File: config.mk
export PLATFORM = sky130hd
export DESIGN_NAME = gray_rx
export DESIGN_NICKNAME = d
export VERILOG_FILES = /design/src/rtl/gray_rx.sv
export SDC_FILE = /design/constraint.sdc
export NUM_CORES = 1
export LEC_CHECK = 0
export BUFFER_PORTS_ARGS = -buffer_cell sky130_fd_sc_hd__buf_2
export CORE_UTILIZATION = 40
export DETAILED_ROUTE_END_ITERATION = 10
export SLEW_MARGIN = 20
export SYNTH_ARGS = -nofsm -noshare
export SYNTH_HDL_FRONTEND = slang
export SYNTH_SLANG_ARGS = --single-unit
File: constraint.sdc
create_clock -name clk -period 3.1 [get_ports clk]
set_clock_uncertainty 0.15 [all_clocks]
set_input_delay 0.465 -clock clk [delete_from_list [all_inputs] [get_ports clk]]
set_output_delay 0.465 -clock clk [all_outputs]
set_load 0.01 [all_outputs]
File: src/rtl/gray_rx.sv
// gray_rx: Gray-coded counter sample receiver.
// Decodes each valid Gray sample to binary, classifies the step against the
// previously accepted value, and tracks lock with an UNLOCKED/LOCKED/FAULT FSM.
// Pipeline: gray_in/gray_vld are captured at edge N; decoded results, wrap/err
// and the FSM update land at edge N+1.
// Optional feature: define GRAY_RX_ERRCNT_EN to build the saturating err_cnt
// counter; without it err_cnt is tied to zero.
module gray_rx #(
  parameter int unsigned CBITS = 14
) (
  input  logic             clk,
  input  logic             rst,
  input  logic [CBITS-1:0] gray_in,
  input  logic             gray_vld,
  output logic [CBITS-1:0] bin_out,
  output logic             bin_vld,
  output logic             wrap,
  output logic             err,
  output logic             locked,
  output logic [7:0]       err_cnt
);

  localparam int unsigned GOODW = 2;
  localparam int unsigned ECW   = 8;

  // Elaboration-time guard on the supported code width
  if (CBITS < 2 || CBITS > 32) begin : g_bad_cbits
    $error("gray_rx: CBITS must be in 2..32");
  end

  typedef enum logic [1:0] {
    ST_UNLOCKED = 2'd0,
    ST_LOCKED   = 2'd1,
    ST_FAULT    = 2'd2
  } state_e;

  // Input capture stage
  logic [CBITS-1:0] in_gray_q, in_gray_d;
  logic             in_vld_q,  in_vld_d;

  // Decode and step classification
  logic [CBITS-1:0] dec_c;
  logic [CBITS-1:0] prev_inc_c;
  logic             inc_c;
  logic             stall_c;
  logic             bad_c;
  logic             prev_all_ones_c;

  // FSM and datapath state
  state_e           state_q, state_d;
  logic [GOODW-1:0] good_q,  good_d;
  logic [CBITS-1:0] prev_q,  prev_d;

  // Registered outputs
  logic [CBITS-1:0] bin_out_q, bin_out_d;
  logic             bin_vld_q, bin_vld_d;
  logic             wrap_q,    wrap_d;
  logic             err_q,     err_d;
  logic             locked_q,  locked_d;

  // Capture stage next values; rst clears it so a sample seen during reset is dropped
  always_comb begin
    in_gray_d = gray_in;
    in_vld_d  = gray_vld;
  end

  // Capture stage registers
  always_ff @(posedge clk or posedge rst) begin
    if (rst) begin
      in_gray_q <= '0;
      in_vld_q  <= 1'b0;
    end else begin
      in_gray_q <= in_gray_d;
      in_vld_q  <= in_vld_d;
    end
  end

  // Gray to binary: each binary bit is the XOR of all Gray bits at or above it
  always_comb begin
    dec_c = '0;
    for (int i = 0; i < int'(CBITS); i++) begin
      dec_c[i] = ^(in_gray_q >> i);
    end
  end

  // Step classification relative to the last accepted value (mod 2^CBITS)
  always_comb begin
    prev_inc_c      = prev_q + CBITS'(1);
    inc_c           = (dec_c == prev_inc_c);
    stall_c         = (dec_c == prev_q);
    bad_c           = !inc_c && !stall_c;
    prev_all_ones_c = &prev_q;
  end

  // FSM state register
  always_ff @(posedge clk or posedge rst) begin
    if (rst) begin
      state_q <= ST_UNLOCKED;
    end else begin
      state_q <= state_d;
    end
  end

  // FSM next-state logic; only valid samples move the FSM
  always_comb begin
    state_d = state_q;
    if (in_vld_q) begin
      case (state_q)
        ST_UNLOCKED: state_d = ST_LOCKED;
        ST_LOCKED: begin
          if (bad_c) begin
            state_d = ST_FAULT;
          end
        end
        ST_FAULT: begin
          if (inc_c && (good_q == GOODW'(1))) begin
            state_d = ST_LOCKED;
          end
        end
        default: state_d = ST_UNLOCKED;
      endcase
    end
  end

  // FSM output and datapath next values
  always_comb begin
    bin_out_d = bin_out_q;
    bin_vld_d = 1'b0;
    wrap_d    = 1'b0;
    err_d     = 1'b0;
    prev_d    = prev_q;
    good_d    = good_q;
    locked_d  = (state_d == ST_LOCKED);

    if (in_vld_q) begin
      bin_out_d = dec_c;
      bin_vld_d = 1'b1;
      prev_d    = dec_c;

      case (state_q)
        ST_UNLOCKED: begin
          good_d = '0;
        end
        ST_LOCKED: begin
          if (bad_c) begin
            err_d  = 1'b1;
            good_d = '0;
          end else if (inc_c && prev_all_ones_c) begin
            wrap_d = 1'b1;
          end
        end
        ST_FAULT: begin
          if (inc_c) begin
            // Leaving FAULT resets the run so the next entry starts from zero
            good_d = (good_q == GOODW'(1)) ? '0 : good_q + GOODW'(1);
          end else if (bad_c) begin
            good_d = '0;
          end
        end
        default: begin
          good_d = '0;
        end
      endcase
    end
  end

  // Datapath and output registers
  always_ff @(posedge clk or posedge rst) begin
    if (rst) begin
      bin_out_q <= '0;
      bin_vld_q <= 1'b0;
      wrap_q    <= 1'b0;
      err_q     <= 1'b0;
      locked_q  <= 1'b0;
      prev_q    <= '0;
      good_q    <= '0;
    end else begin
      bin_out_q <= bin_out_d;
      bin_vld_q <= bin_vld_d;
      wrap_q    <= wrap_d;
      err_q     <= err_d;
      locked_q  <= locked_d;
      prev_q    <= prev_d;
      good_q    <= good_d;
    end
  end

  assign bin_out = bin_out_q;
  assign bin_vld = bin_vld_q;
  assign wrap    = wrap_q;
  assign err     = err_q;
  assign locked  = locked_q;

`ifdef GRAY_RX_ERRCNT_EN
  logic [ECW-1:0] err_cnt_q, err_cnt_d;

  // Saturating count of err pulses
  always_comb begin
    err_cnt_d = err_cnt_q;
    if (err_d && (err_cnt_q != {ECW{1'b1}})) begin
      err_cnt_d = err_cnt_q + ECW'(1);
    end
  end

  // Error counter register
  always_ff @(posedge clk or posedge rst) begin
    if (rst) begin
      err_cnt_q <= '0;
    end else begin
      err_cnt_q <= err_cnt_d;
    end
  end

  assign err_cnt = err_cnt_q;
`else
  assign err_cnt = ECW'(0);
`endif

endmodule

Word-level counts from Yosys, hierarchy flattened --
Index checks and enable logic that the tools add are counted. W data, S select, Z words.
Cells by class: reduce and logical (&&, ||, !) cells 21, equal/unequal tests 6, muxes and demuxes 16, $add $sub $neg 2
Operators with widths (number):
- $reduce_xor A14 Y1 | 14
- $eq A14 B14 Y1 | 2
- $add A14 B1 Y14 const B | 1
- $reduce_and A14 Y1 | 1
- $mux W2 | 6
- $mux W1 | 8
- $eq A2 B1 Y1 const B | 3
- $pmux W2 S3 | 1
- $pmux W2 S2 | 1
- $logic_and A1 B1 Y1 | 3
- $add A2 B1 Y2 const B | 1
- $eq A2 B2 Y1 const B | 1
- $logic_not A1 Y1 | 2
- $logic_not A2 Y1 | 1
Word-level totals: input port bits 17, register bits after elaboration 37, word-level logic and storage cells 54

Depth between registers and ports, before layout --
depth in word-level cells 8, gate-level depth with buffers 11

Worst setup path after synthesis --
No wires, ideal clock.
path type reg-to-reg, from reg in_gray_q[13], to reg good_q[0], library setup time 0.077 ns, data arrival time 2.950 ns, stages on the path, launching flop included 11, clock period less this slack 3.178 ns, path slack -0.078 ns, data required time 2.873 ns, path through dfrtp_1 > xor3_2 > xnor3_2 > buf_6 > xnor3_2 > mux2i_1 > a31o_1 > nor4_4 > nand2_2 > or3_1 > a21oi_1
Between the ends: cells in the longest elaborated chain, start to end 7, elaborated cells between the ends (all ways) 22, classes of those cells eq/ne (2); mux (3); reduce/logical (17)
RTL lines:
- from (decl) | line 38 | logic [CBITS-1:0] in_gray_q, in_gray_d;
- from (signal assigned) | line 73 | in_gray_q <= in_gray_d;
- $reduce_xor A14 Y1 | line 82 | dec_c[i] = ^(in_gray_q >> i);
- $eq A14 B14 Y1, on equally long branches | line 89, 90
- $logic_not A1 Y1 | line 91 | bad_c = !inc_c && !stall_c;
- $logic_and A1 B1 Y1 | line 91
- $mux W2
- $mux W2 | line 153 | if (inc_c) begin
- $pmux W2 S2 (*) | line 140 | case (state_q)
- to (signal assigned) | line 184 | good_q <= good_d;
- to (decl) | line 51 | logic [GOODW-1:0] good_q, good_d;
Every way passes the cells marked *; elsewhere a longest branch is shown, timed or not. A chain may end at the register's enable or synchronous reset.

Worst setup path in the final report --
from reg in_gray_q[5], to reg good_q[0]
The elaborated chain is that of the path after synthesis.

==> impl_metrics.csv <==
group,metric,value,unit
status,outcome,"finished, final reports clean",
layout,fillCellCount,593,
timing,final.period_utilization,0.984,
place,place_worst_setup_slack,0.0234,ns
logic_synthesis,ys_types,59,
layout,diodes,0,
power,p_leak,1.47,nW
logic_synthesis,synth_compound_area_frac,0.114,
routing,antenna_left,0,
timing,slew-limit-headroom,0.556,
timing,finalSetupTns,0,ns
timing,whs,0.104,ns
grt,antenna_found_initial,0,
logic_synthesis,ys_ff_latch,37,
layout,drive_above_1_share,0.326,
floorplanning,die_h,82.7,um
layout,final_util,0.507,
timing,max_freq,328,MHz
place,hpwl,4480,um
routing,drt-vias-per-instance,5.19,
clock_tree,cts_tree,"yes",
worst_setup_path,crit_buf_inv,0,
place,portBuffers,34,
logic_synthesis,synth_cells,266,
job,timing.max_cap.violations,0,
logic_synthesis,netlist_area,2600,sq um
clock_tree,cts_sinks,37,
timing,finalHoldViolCount,0,
routing,drcViolationCount,0,
floorplanning,rows,29,
logic_synthesis,synth_async_sr_flop_share,1.00,
routing,first_pass_iters,4,
clock_tree,clk_pin_slew_worst_paths,0.07,ns
worst_setup_path,r2r_cells,9,
timing,tightest_slew,0.666,ns
timing,rsz0062_at_grt,"yes",
floorplanning,start_util,0.413,
logic_synthesis,synth_top_cell_area_share,0.355,
grt,grt_pass1_vias,1888,
power,irDropWorstVdd,449,uV
timing,report.final.setup_viol,0,
floorplanning,io_pins,43,
worst_setup_path,start_kind,"register",
place,place_congestion,0.874,
worst_setup_path,crit_path_end,"good_q[0]",
floorplanning,coreArea,6310,sq um
worst_setup_path,cp_max_fo,4,
logic_synthesis,synth_top_family_by_area,"simple AND/OR/NAND/NOR gates",
clock_tree,hold_buffers,0,
clock_tree,numCtsBuffers,5,
hold_path,hold_class,"input port to async pin",
routing,drtIter0Drc,91,
logic_synthesis,synth_area_leaders,"dfrtp_1 36%, xnor2_1 6.4%, xor2_1 3.7%",
timing,finalMaxSlewViolations,0,
worst_setup_path,cp_slowest_cell,"xnor3_2",
grt,track_usage,0.180,
logic_synthesis,synth-edff-count,0,
floorplanning,dieArea,6840,sq um
worst_setup_path,crit_chain,"xnor3_2 -> xnor2_2 -> xnor3_2 -> mux2i_1 -> a31o_1 -> nor4_4 -> nand2_2 -> or3_1 -> a21oi_2",
power,total_power,2.39,mW
grt,grt_start_max_net_pins,29,
worst_setup_path,worst-endpoint-required,3.17,ns
grt,overflow,0,
worst_setup_path,crit_family,"XOR/XNOR gates",
timing,setup_slack,0.0500,ns
worst_setup_path,cp_common_cell,"xnor3_2",
logic_synthesis,avgSynthCellArea,9.79,sq um
worst_setup_path,timing.rr.end,"good_q[0]",
logic_synthesis,ys_seq_area_frac,0.355,
worst_setup_path,cpPeakStageDelay,0.45,ns
logic_synthesis,synthAdderAreaFrac,0.0240,
logic_synthesis,synthTopCellsByCount,"37 x dfrtp_1, 21 x nor2_1, 19 x xnor2_1, 18 x nand2_1",
grt,grt_pass1_wl,9000,um
worst_setup_path,reg2reg_setup_slack,0.05,ns
clock_tree,cts_buffer_depth,2,
logic_synthesis,yosys.area.top_type,"dfrtp_1",
timing,fin_crit,3.05,ns
worst_setup_path,crit_path_start,"in_gray_q[5]",
clock_tree,clkLatencyLatePin,0.29,ns
worst_setup_path,endpoint_kind,"register",
layout,area_delta_synth_final,22.9,%
logic_synthesis,yosysMostFrequentCell,"dfrtp_1",
logic_synthesis,synth_xor_area_frac,0.192,
routing,wl_per_cell,14.3,um
worst_setup_path,r2r-start,"in_gray_q[5]",
logic_synthesis,synth_mux_area_frac,0.0572,
clock_tree,cts_root_buf,"clkbuf_8",
logic_synthesis,ys_warn_count,0,
logic_synthesis,synth-simple-area-share,0.197,
clock_tree,htreeDepth,2,
worst_setup_path,cp.arrival,3.12,ns
logic_synthesis,synth_ff_type,"dfrtp_1",
worst_setup_path,path_class,"register to register",
routing,num_vias,2085,
layout,nets,347,
worst_setup_path,worstSetupPathDepth,9,
routing,wirelength,5770,um
power,p_per_area,747,nW/um^2
floorplanning,die_w,82.7,um
-- repair_timing --
action,in CTS,in global routing
resized for setup,7,11
pin swaps,3,3
endpoints found under the setup margin,1,6
buffers inserted,0,4
endpoints found under the hold margin,0,0
-- cell families (layout without fill, tap and decap cells) --
kind of cell               count (synthesis)  in the layout
AOI/OAI and AO/OA                         43             43
other                                      1              8
buffers and inverters                     30             82
adders and majority gates                  5              5
xor gates and xnor gates                  40             40
DFF                                       37             37
muxes                                     14             14
and+or+nand+nor                           96             96
-- worst min path at each step --
stage / slack, ns / start / to
after floorplan: 0.20 / in_vld_q / bin_vld
after global placement: 0.31 / good_q[0] / good_q[1]
after detailed placement: 0.32 / good_q[0] / good_q[1]
after CTS: 0.12 / gray_in[12] / in_gray_q[12]
after global routing: 0.11 / gray_in[9] / in_gray_q[9]
final: 0.10 / rst / bin_out[8]
-- area by class of cell --
cell class / count / area [sq um] / share of cell area
timing repair buffer: 64 / 408 / 0.127
multi-input combinational: 206 / 1640 / 0.513
tap: 77 / 96.3 / 0.0301
sequential: 37 / 927 / 0.290
clock buffer: 7 / 86.3 / 0.0270
inverter: 11 / 41.3 / 0.0129
-- report_power, final --
group | switching (mW) | internal, mW
registers | 0.120 | 0.573
logic | 0.708 | 0.645
clock network | 0.170 | 0.177
total | 0.998 | 1.39
-- layer usage --
layer	track usage	vias up	wire length, um
li1	-	1031	-
met1	0.230	1001	2760
met2	0.291	42	2680
met3	0.0418	11	204
met4	0.0776	0	123
met5	0	-	0
-- flip-flops by register name (all words and copies together), names as in the netlist, 2 cells and up --
name / cells
good_q: 2
in_gray_q: 14
bin_out: 14
state_q: 2
-- worst reg2reg max path, delay by kind of cell, from the launching register on --
| kind | cells | cell delay (ns) |
|---|---|---|
| and+or+nand+nor | 3 | 0.84 |
| xor gates and xnor gates | 3 | 1.10 |
| AOI/OAI and AO/OA | 2 | 0.33 |
| muxes | 1 | 0.13 |
| DFF | 1 | 0.43 |
-- placed cells by master (no fill, tap or decap), types with 4 or more instances in the layout --
cell type  netlist  routed
dfrtp_1         37      36
nor4_1           6       4
o21ai_0          7       6
xnor2_2          0       5
nor3b_1          6       5
nand3_1          8       7
buf_2            1      34
inv_1           11      11
nand2_1         18      18
ha_1             5       5
mux2i_1          7       7
nand4_1          6       6
mux2_2           7       7
nor2b_1          6       6
a21oi_1         11      10
nor3_1           7       6
xnor2_1         19      14
xor2_1          11      10
and2_1           4       4
clkbuf_8         0       6
xnor3_2          3       4
buf_4            8      29
nor2_1          21      21
conb_1           1       8
-- metrics by stage --
stage	cells	cell area, sq um
floorplan	273	2640
global placement	391	3000
detailed placement	391	3000
CTS	398	3120
global route	402	3200
finish	402	3200
Note: power is estimated with default switching activity, not from simulation.
